## config.mk

```make
export PLATFORM = sky130hd
export DESIGN_NAME = seg_scan_display
export DESIGN_NICKNAME = d
export VERILOG_FILES = /design/src/rtl/seg_pkg.sv /design/src/rtl/seg_scan_display_hex_to_seg.sv /design/src/rtl/seg_scan_display.sv
export SDC_FILE = /design/constraint.sdc
export NUM_CORES = 1
export LEC_CHECK = 0
export CORE_MARGIN = 2
export CORE_UTILIZATION = 25
export CTS_CLUSTER_SIZE = 8
export DETAILED_ROUTE_END_ITERATION = 12
export PLACE_DENSITY_LB_ADDON = 0.05
export SYNTH_ARGS = -nofsm -noshare
export SYNTH_HDL_FRONTEND = slang
export SYNTH_SLANG_ARGS = --single-unit
```

## constraint.sdc

```tcl
create_clock -name clk -period 3.1 [get_ports clk]
set_clock_uncertainty 0.2 [all_clocks]
set_input_delay 0.31 -clock clk [delete_from_list [all_inputs] [get_ports clk]]
set_output_delay 0.31 -clock clk [all_outputs]
set_load 0.05 [all_outputs]
```

## src/rtl/seg_pkg.sv

```systemverilog
// Shared constants and width helpers for the seven-segment scan display.
package seg_pkg;

  // All segments dark (active-low drive).
  localparam logic [6:0] SEG_OFF = 7'h7F;

  // Active-low hex glyphs, bit 0 = segment a ... bit 6 = segment g; b and d are lowercase.
  localparam logic [6:0] HEX_GLYPHS [16] = '{
    7'h40, 7'h79, 7'h24, 7'h30,
    7'h19, 7'h12, 7'h02, 7'h78,
    7'h00, 7'h10, 7'h08, 7'h03,
    7'h46, 7'h21, 7'h06, 7'h0E
  };

  // Register width needed to count 0..n-1, never less than one bit.
  function automatic int unsigned cnt_width(input int unsigned n);
    return (n > 1) ? $clog2(n) : 1;
  endfunction

endpackage

```

## src/rtl/seg_scan_display_hex_to_seg.sv

```systemverilog
// Combinational nibble to active-low seven-segment glyph decoder.
module hex_to_seg
  import seg_pkg::*;
(
  input  logic [3:0] nibble,
  output logic [6:0] glyph_c
);

  assign glyph_c = HEX_GLYPHS[nibble];

endmodule

```

## src/rtl/seg_scan_display.sv

```systemverilog
// Time-multiplexed common-anode seven-segment driver with frame-synchronous
// double-buffered updates, blanking, blinking and leading-zero suppression.
module seg_scan_display
  import seg_pkg::*;
#(
  parameter int unsigned NUM_DIGITS      = 4,
  parameter int unsigned TICKS_PER_DIGIT = 8000,
  parameter int unsigned BLINK_FRAMES    = 64
) (
  input  logic                    clk,
  input  logic                    reset,
  input  logic [4*NUM_DIGITS-1:0] value,
  input  logic [NUM_DIGITS-1:0]   blank,
  input  logic [NUM_DIGITS-1:0]   blink,
  input  logic                    lz_en,
  input  logic                    load,
  output logic                    pending,
  output logic [6:0]              seg,
  output logic [NUM_DIGITS-1:0]   an
);

  localparam int unsigned IDX_W   = cnt_width(NUM_DIGITS);
  localparam int unsigned TICK_W  = cnt_width(TICKS_PER_DIGIT);
  localparam int unsigned FRAME_W = cnt_width(BLINK_FRAMES);
  localparam int unsigned VAL_W   = 4 * NUM_DIGITS;

  localparam logic [IDX_W-1:0]   LAST_IDX   = IDX_W'(NUM_DIGITS - 1);
  localparam logic [TICK_W-1:0]  LAST_TICK  = TICK_W'(TICKS_PER_DIGIT - 1);
  localparam logic [FRAME_W-1:0] LAST_FRAME = FRAME_W'(BLINK_FRAMES - 1);

  logic [TICK_W-1:0]     tick_cnt;
  logic [IDX_W-1:0]      idx;
  logic [FRAME_W-1:0]    frame_cnt;
  logic                  blink_phase;

  logic [VAL_W-1:0]      act_value;
  logic [NUM_DIGITS-1:0] act_blank;
  logic [NUM_DIGITS-1:0] act_blink;
  logic [VAL_W-1:0]      pend_value;
  logic [NUM_DIGITS-1:0] pend_blank;
  logic [NUM_DIGITS-1:0] pend_blink;

  logic                  tick_wrap_c;
  logic                  frame_end_c;
  logic [NUM_DIGITS-1:0] lz_mask_c;
  logic [3:0]            nibble_c;
  logic                  dark_c;
  logic [NUM_DIGITS-1:0] an_c;
  logic [6:0]            glyph_c;

  assign tick_wrap_c = (tick_cnt == LAST_TICK);
  assign frame_end_c = tick_wrap_c && (idx == LAST_IDX);

  // Scan prescaler, digit index, frame counter and blink phase.
  always_ff @(posedge clk) begin
    if (reset) begin
      tick_cnt    <= '0;
      idx         <= '0;
      frame_cnt   <= '0;
      blink_phase <= 1'b0;
    end else if (tick_wrap_c) begin
      tick_cnt <= '0;
      idx      <= (idx == LAST_IDX) ? '0 : idx + IDX_W'(1);
      if (frame_end_c) begin
        if (frame_cnt == LAST_FRAME) begin
          frame_cnt   <= '0;
          blink_phase <= ~blink_phase;
        end else begin
          frame_cnt <= frame_cnt + FRAME_W'(1);
        end
      end
    end else begin
      tick_cnt <= tick_cnt + TICK_W'(1);
    end
  end

  // Pending/active buffers; a load coinciding with a frame boundary bypasses pending.
  always_ff @(posedge clk) begin
    if (reset) begin
      act_value  <= '0;
      act_blank  <= '0;
      act_blink  <= '0;
      pend_value <= '0;
      pend_blank <= '0;
      pend_blink <= '0;
      pending    <= 1'b0;
    end else if (load && frame_end_c) begin
      act_value <= value;
      act_blank <= blank;
      act_blink <= blink;
      pending   <= 1'b0;
    end else if (load) begin
      pend_value <= value;
      pend_blank <= blank;
      pend_blink <= blink;
      pending    <= 1'b1;
    end else if (frame_end_c && pending) begin
      act_value <= pend_value;
      act_blank <= pend_blank;
      act_blink <= pend_blink;
      pending   <= 1'b0;
    end
  end

  // Leading-zero mask: zero nibbles from the top digit down to the first non-zero one.
  always_comb begin
    logic run;
    run       = 1'b1;
    lz_mask_c = '0;
    for (int i = int'(NUM_DIGITS) - 1; i >= 0; i--) begin
      run          = run & (act_value[4*i +: 4] == 4'h0);
      lz_mask_c[i] = lz_en & run & (i != 0);
    end
  end

  // Select the current digit's nibble, off condition and anode pattern.
  always_comb begin
    nibble_c = 4'h0;
    dark_c   = 1'b1;
    an_c     = '1;
    for (int i = 0; i < int'(NUM_DIGITS); i++) begin
      if (idx == IDX_W'(i)) begin
        nibble_c = act_value[4*i +: 4];
        dark_c   = act_blank[i] | (act_blink[i] & blink_phase) | lz_mask_c[i];
        an_c[i]  = 1'b0;
      end
    end
  end

  hex_to_seg u_hex_to_seg (
    .nibble  (nibble_c),
    .glyph_c (glyph_c)
  );

  // Registered pin drive; dark digits keep their anode low to keep duty uniform.
  always_ff @(posedge clk) begin
    if (reset) begin
      seg <= SEG_OFF;
      an  <= '1;
    end else begin
      seg <= dark_c ? SEG_OFF : glyph_c;
      an  <= an_c;
    end
  end

endmodule

```

==> impl_metrics.py, run 1 <==
metrics = {
    "logic_synthesis": {
        "syn_area_sq_um": 3960,
        "synth_edf_count": 0,
        "synth_ff_type": "dfxtp_1",
        "synth_area_per_cell_sq_um": 8.98,
        "yosys_warnings": 0,
        "synthArstFlopShare_pct": 0,
        "ys_seq_area_share_pct": 41.5,
        "netlist-cell-type-count": 50,
        "synth_fp_nets": 481,
        "synth_cells": 441,
        "synth-seq-cells": 82,
    },
    "sta": {
        "setup_viol": 0,
        "fmax_mhz": 382,
        "period_minus_slack_ns": 2.62,
        "maxSlewViolCount": 0,
        "rsz0062_at_grt": "false",
        "tightest_slew_ns": 0.828,
        "finalHoldViolations": 0,
        "slew_headroom_pct": 44.8,
        "final.setup.tns_ns": 0,
        "period_share_pct": 84.4,
    },
    "cts": {
        "clock-sinks": 82,
        "cts_tree": "yes",
        "clock_path_buffers": 2,
        "clk_latency_ns": 0.34,
        "cts-buffers-inserted": 9,
        "clk_pin_slew_ns": 0.06,
        "postCtsResizedCells": 0,
        "post_cts_buffers": 0,
        "htreeDepth": 3,
        "root_buffer": "clkbuf_16",
        "cts_hold_buf": 0,
    },
    "final_layout": {
        "drive_gt1_share_pct": 11.0,
        "fillers": 1671,
        "antenna_cells": 0,
        "finish.utilization_pct": 30.5,
        "fin_nets": 511,
        "syn_to_final_growth_pct": 20.7,
    },
    "global_route": {
        "grt_overflow": 0,
        "grt_max_degree": 36,
        "grt_pass1_wl_um": 16500,
        "grtUsageTotal_pct": 12.8,
        "first_global_vias": 3110,
        "antenna_found_initial": 0,
    },
    "outcome": {
        "outcome": "completed",
    },
    "floorplan": {
        "dieWidth_um": 130,
        "ios": 40,
        "fp.dieArea_sq_um": 16900,
        "dieHeight_um": 130,
        "rows": 46,
        "initial_core_util_pct": 25.3,
        "coreArea_sq_um": 15700,
    },
    "drt": {
        "antenna_left": 0,
        "wl_per_cell_um": 14.8,
        "post_drt_via_cell_ratio": 4.64,
        "routed_wl_um": 10200,
        "num_vias": 3202,
        "firstDrtPassIters": 6,
        "dr.first_iter.drc_count": 176,
        "drc_errors": 0,
    },
    "hold_path": {
        "hold_class": "reg -> reg",
    },
    "pwr": {
        "power.density_nw_per_um2": 520,
        "power.leakage_uw": 0.00169,
        "peakVddDrop_mv": 0.246,
    },
    "worst_setup_path": {
        "required_ns": 3.12,
        "crit_arrival_ns": 2.64,
        "crit_type": "reg -> reg",
        "cp-end-kind": "register",
        "startpoint_type": "register",
        "worst-path-max-fanout": 17,
    },
    "placed_design": {
        "portBuffers": 39,
        "gp_congestion": 0.716,
        "dp_hpwl_um": 6980,
    },
    "flow_run": {
        "maxCapViolations": 0,
    },
}
==> cell type report <==
class / count / area (sq um) / area share (%)
sequential: 82 / 1640 / 34.4
clock inverter: 3 / 90.1 / 1.89
timing repair buffer: 50 / 468 / 9.79
tap: 216 / 270 / 5.66
multi-input combinational: 317 / 2030 / 42.6
inverter: 11 / 41.3 / 0.864
clock buffer: 11 / 233 / 4.87
==> worst max-delay path, stage by stage (launching register included) <==
cell	delay (ns)
dfxtp_1	0.39
ha_1	0.52
a211oi_1	0.09
a211oi_1	0.28
buf_4	0.19
inv_1	0.08
ha_1	0.21
inv_1	0.10
nor2_1	0.07
a221o_1	0.36
==> where the power goes <==
group | total (uW) | internal (uW) | switching, uW
clock network | 1200 | 779 | 425
logic | 190 | 76.6 | 113
registers | 1090 | 1080 | 12.1
==> cell families after synthesis <==
| family | share of synthesized area (%) |
|---|---|
| and+or+nand+nor | 22.9 |
| buffers and inverters | 7.17 |
| DFF | 41.5 |
| muxes | 0.758 |
| AOI/OAI and AO/OA | 20.8 |
| adders and majority gates | 3.79 |
| xor gates and xnor gates | 3.10 |
==> state kept, by name, indices dropped and copies added, names as in the netlist <==
| name | cells |
|---|---|
| frame_cnt | 6 |
| act_blink | 4 |
| an | 4 |
| blink_phase | 1 |
| pending | 1 |
| act_value | 16 |
| idx | 2 |
| pend_value | 16 |
| tick_cnt | 13 |
| pend_blink | 4 |
| act_blank | 4 |
| seg | 7 |
| pend_blank | 4 |
==> through the flow <==
stage / power, uW / cell area, sq um / hold WS [ns] / instances / setup WS (ns)
5_1_grt: 2590 / 4780 / 0.265 / 690 / 0.282
3_3_place_gp: 1310 / 4460 / 0.237 / 676 / 0.599
4_1_cts: 2530 / 4780 / 0.250 / 690 / 0.500
2_1_floorplan: 1230 / 3960 / 0.226 / 441 / 0.494
3_5_place_dp: 1310 / 4460 / 0.242 / 676 / 0.514
6_report: 2490 / 4780 / 0.249 / 690 / 0.483
==> final timing paths <==
kind / from / end / slack, ns / cells past startpoint
worst max-delay path: idx[0] / seg[4] / 0.48 / 9
worst min-delay path: pend_blank[1] / pend_blank[1] / 0.25 / 2
worst max register to register: idx[0] / seg[4] / 0.48 / 9
worst min register to register: pend_blank[1] / pend_blank[1] / 0.25 / 2
==> per-layer routing <==
| layer | vias to the layer above | share of wire (%) | track usage, % |
|---|---|---|---|
| li1 | 1611 | - | - |
| met1 | 1520 | 48 | 16.5 |
| met2 | 53 | 46 | 20.3 |
| met3 | 18 | 3.3 | 2.71 |
| met4 | 0 | 2.2 | 6.14 |
| met5 | - | 0 | 0 |
==> cells in the final DEF (no fill, tap or decap), types with 6 or more instances in the layout <==
cell and instances:
inv_1 11, nand3b_1 18, nand2_1 62, clkdlybuf4s50_1 38, a211oi_2 21, o22ai_1 10, nor2_1 48, nor3_1 6
xor2_1 8, nand2b_1 7, o21ai_0 18, dfxtp_1 82, a211oi_1 13, ha_1 12, buf_4 11, xnor2_1 6
clkbuf_16 9, a21oi_1 32
==> cells in the mapped netlist, types with 5 or more instances <==
cell type | number | share of area [%]
nor3_1 | 6 | 0.76
inv_1 | 11 | 1.0
ha_1 | 12 | 3.8
nor2b_1 | 5 | 0.79
dfxtp_1 | 82 | 41
a211oi_1 | 13 | 2.5
nand3b_1 | 18 | 3.4
clkbuf_1 | 12 | 1.1
nand2b_1 | 7 | 1.1
nor2_1 | 48 | 4.5
nand2_1 | 62 | 5.9
o21ai_0 | 18 | 2.3
xnor2_1 | 6 | 1.3
xor2_1 | 8 | 1.8
o22ai_1 | 10 | 1.6
a211oi_2 | 21 | 6.6
nand3_1 | 5 | 0.63
a21oi_1 | 32 | 4.0
(Power assumes the default switching activity.)
==> run 2: changes to the inputs <==
==> constraint.sdc (replaced) <==
create_clock -name clk -period 2.15 [get_ports clk]
set_clock_uncertainty 0.2 [all_clocks]
set_input_delay 0.215 -clock clk [delete_from_list [all_inputs] [get_ports clk]]
set_output_delay 0.215 -clock clk [all_outputs]
set_load 0.05 [all_outputs]
==> impl_metrics.py, run 2 (synthesis results as in run 1) <==
metrics = {
    "outcome": {
        "outcome": "finished, violations left",
        "violations": "setup timing",
    },
    "floorplan": {
        "dieHeight_um": 130,
        "fp.dieArea_sq_um": 16900,
        "ios": 40,
        "rows": 46,
        "initial_core_util_pct": 25.3,
        "dieWidth_um": 130,
        "coreArea_sq_um": 15700,
    },
    "sta": {
        "slew_headroom_pct": 66.2,
        "fin_hold_ws_ns": 0.238,
        "maxSlewViolCount": 0,
        "period_share_pct": 104,
        "rsz0062_at_grt": "true",
        "fmax_mhz": 449,
        "setup_viol": 5,
        "layout_setup_ws_ns": -0.0756,
        "finalHoldViolations": 0,
        "period_minus_slack_ns": 2.23,
        "tightest_slew_ns": 0.506,
    },
    "global_route": {
        "grt_pass1_wl_um": 17600,
        "first_global_vias": 3319,
        "grtUsageTotal_pct": 13.7,
        "grt_max_degree": 63,
        "antenna_found_initial": 0,
        "grt_overflow": 0,
    },
    "drt": {
        "drc_errors": 0,
        "wl_per_cell_um": 15.3,
        "dr.first_iter.drc_count": 164,
        "num_vias": 3398,
        "post_drt_via_cell_ratio": 4.59,
        "firstDrtPassIters": 4,
        "antenna_left": 0,
        "routed_wl_um": 11300,
    },
    "worst_setup_path": {
        "r2r_end": "seg[3]",
        "crit_type": "reg -> reg",
        "worstRegToRegCells": 9,
        "regToRegSetupSlack_ns": -0.08,
        "worst-path-max-fanout": 7,
        "startpoint_type": "register",
        "crit_arrival_ns": 2.26,
        "r2r_start": "idx[1]",
        "required_ns": 2.18,
        "cp-end-kind": "register",
    },
    "cts": {
        "htreeDepth": 3,
        "clock_path_buffers": 2,
        "cts-buffers-inserted": 9,
        "root_buffer": "clkbuf_16",
        "clk_latency_ns": 0.34,
        "clock-sinks": 82,
        "clk_pin_slew_ns": 0.06,
        "cts_tree": "yes",
    },
    "placed_design": {
        "dp_worst_setup_slack_ns": -0.0820,
        "placed_cell_area_sq_um": 4780,
        "portBuffers": 39,
        "gp_congestion": 0.747,
        "dp_hpwl_um": 7110,
    },
    "final_layout": {
        "antenna_cells": 0,
        "reg.largest.list": "act_value x16, pend_value x16, tick_cnt x13",
        "multi_input_area_sq_um": 2400,
        "layout_common_cells": "dfxtp_1, nand2_1, buf_4",
        "regArea_sq_um": 1650,
        "fillers": 1638,
        "syn_to_final_growth_pct": 42.5,
        "layout_commonest_cell": "dfxtp_1",
        "final_area_sq_um": 5640,
        "fin_nets": 559,
        "drive_gt1_share_pct": 30.5,
    },
    "pwr": {
        "finalPower_uw": 3500,
        "power.density_nw_per_um2": 621,
        "peakVddDrop_mv": 0.376,
        "power.leakage_uw": 0.00205,
    },
    "hold_path": {
        "hold_end": "pend_value[3]",
        "worst_hold_path.num_cells": 3,
        "min_from": "value[3]",
        "hold_class": "in -> reg",
    },
    "flow_run": {
        "maxCapViolations": 0,
    },
}
run 2: cell types whose count changed in the layout (fill, tap and decap cells not counted), moves of 8 or more:
cell and change:
nor2_1 -15, nor2_4 +9, ha_1 -9, a211oi_1 -10
buf_6 +10, ha_4 +8, buf_4 +28
run 2: layout make-up:
type / instances / share of cell area [%]
multi-input combinational: 319 / 42.6
sequential: 82 / 29.2
timing repair buffer: 96 / 16.9
tap: 216 / 4.79
clock buffer: 12 / 4.74
inverter: 11 / 0.865
clock inverter: 4 / 0.842
run 2: stage by stage:
stage / setup TNS, ns / instances / utilization [%]
after detailed placement: -0.352 / 699 / 30.5
after floorplan: -0.451 / 441 / -
after CTS: -0.206 / 734 / 34.5
final: -0.256 / 740 / 36.1
after global placement: -0.316 / 699 / 30.5
after global routing: -2.92 / 740 / 36.1
run 2: power by group:
part	switching, uW	total [uW]	internal [uW]
Combinational	170	297	127
Clock	637	1640	999
Sequential	16.4	1570	1550
Total	824	3500	2680
run 2: repair_timing:
| action | CTS | global route |
|---|---|---|
| resized for setup | 36 | 47 |
| hold buffers | 1 | 0 |
| endpoints found under the hold margin | 1 | 0 |
| buffers inserted | 16 | 3 |
| pin swaps | 21 | 20 |
| gates cloned | 2 | 3 |
| endpoints found under the setup margin | 9 | 57 |
run 2: how the worst max path moves through the flow:
stage	startpoint	endpoint	slack [ns]
finish	idx[1]	seg[3]	-0.08
global route	idx[1]	seg[0]	-0.16
CTS	idx[1]	seg[5]	-0.06
detailed placement	idx[0]	seg[5]	-0.08
global placement	idx[0]	seg[5]	-0.07
floorplan	idx[1]	seg[4]	-0.08
run 2: worst max-delay path: stages (launching register included):
cell and delay [ns]:
dfxtp_4 0.36, buf_6 0.12, ha_4 0.19, buf_6 0.14, buf_6 0.11, nor3b_4 0.14, a211o_2 0.38, nor2_2 0.16
a21oi_1 0.06, a211o_1 0.25
run 2: layer usage:
metal | global-route usage (%) | vias to the layer above | routed length [um]
li1 | - | 1714 | -
met5 | 0 | - | 0
met1 | 17.4 | 1615 | 5410
met2 | 22.5 | 52 | 5450
met4 | 4.81 | 0 | 148
met3 | 3.40 | 17 | 323
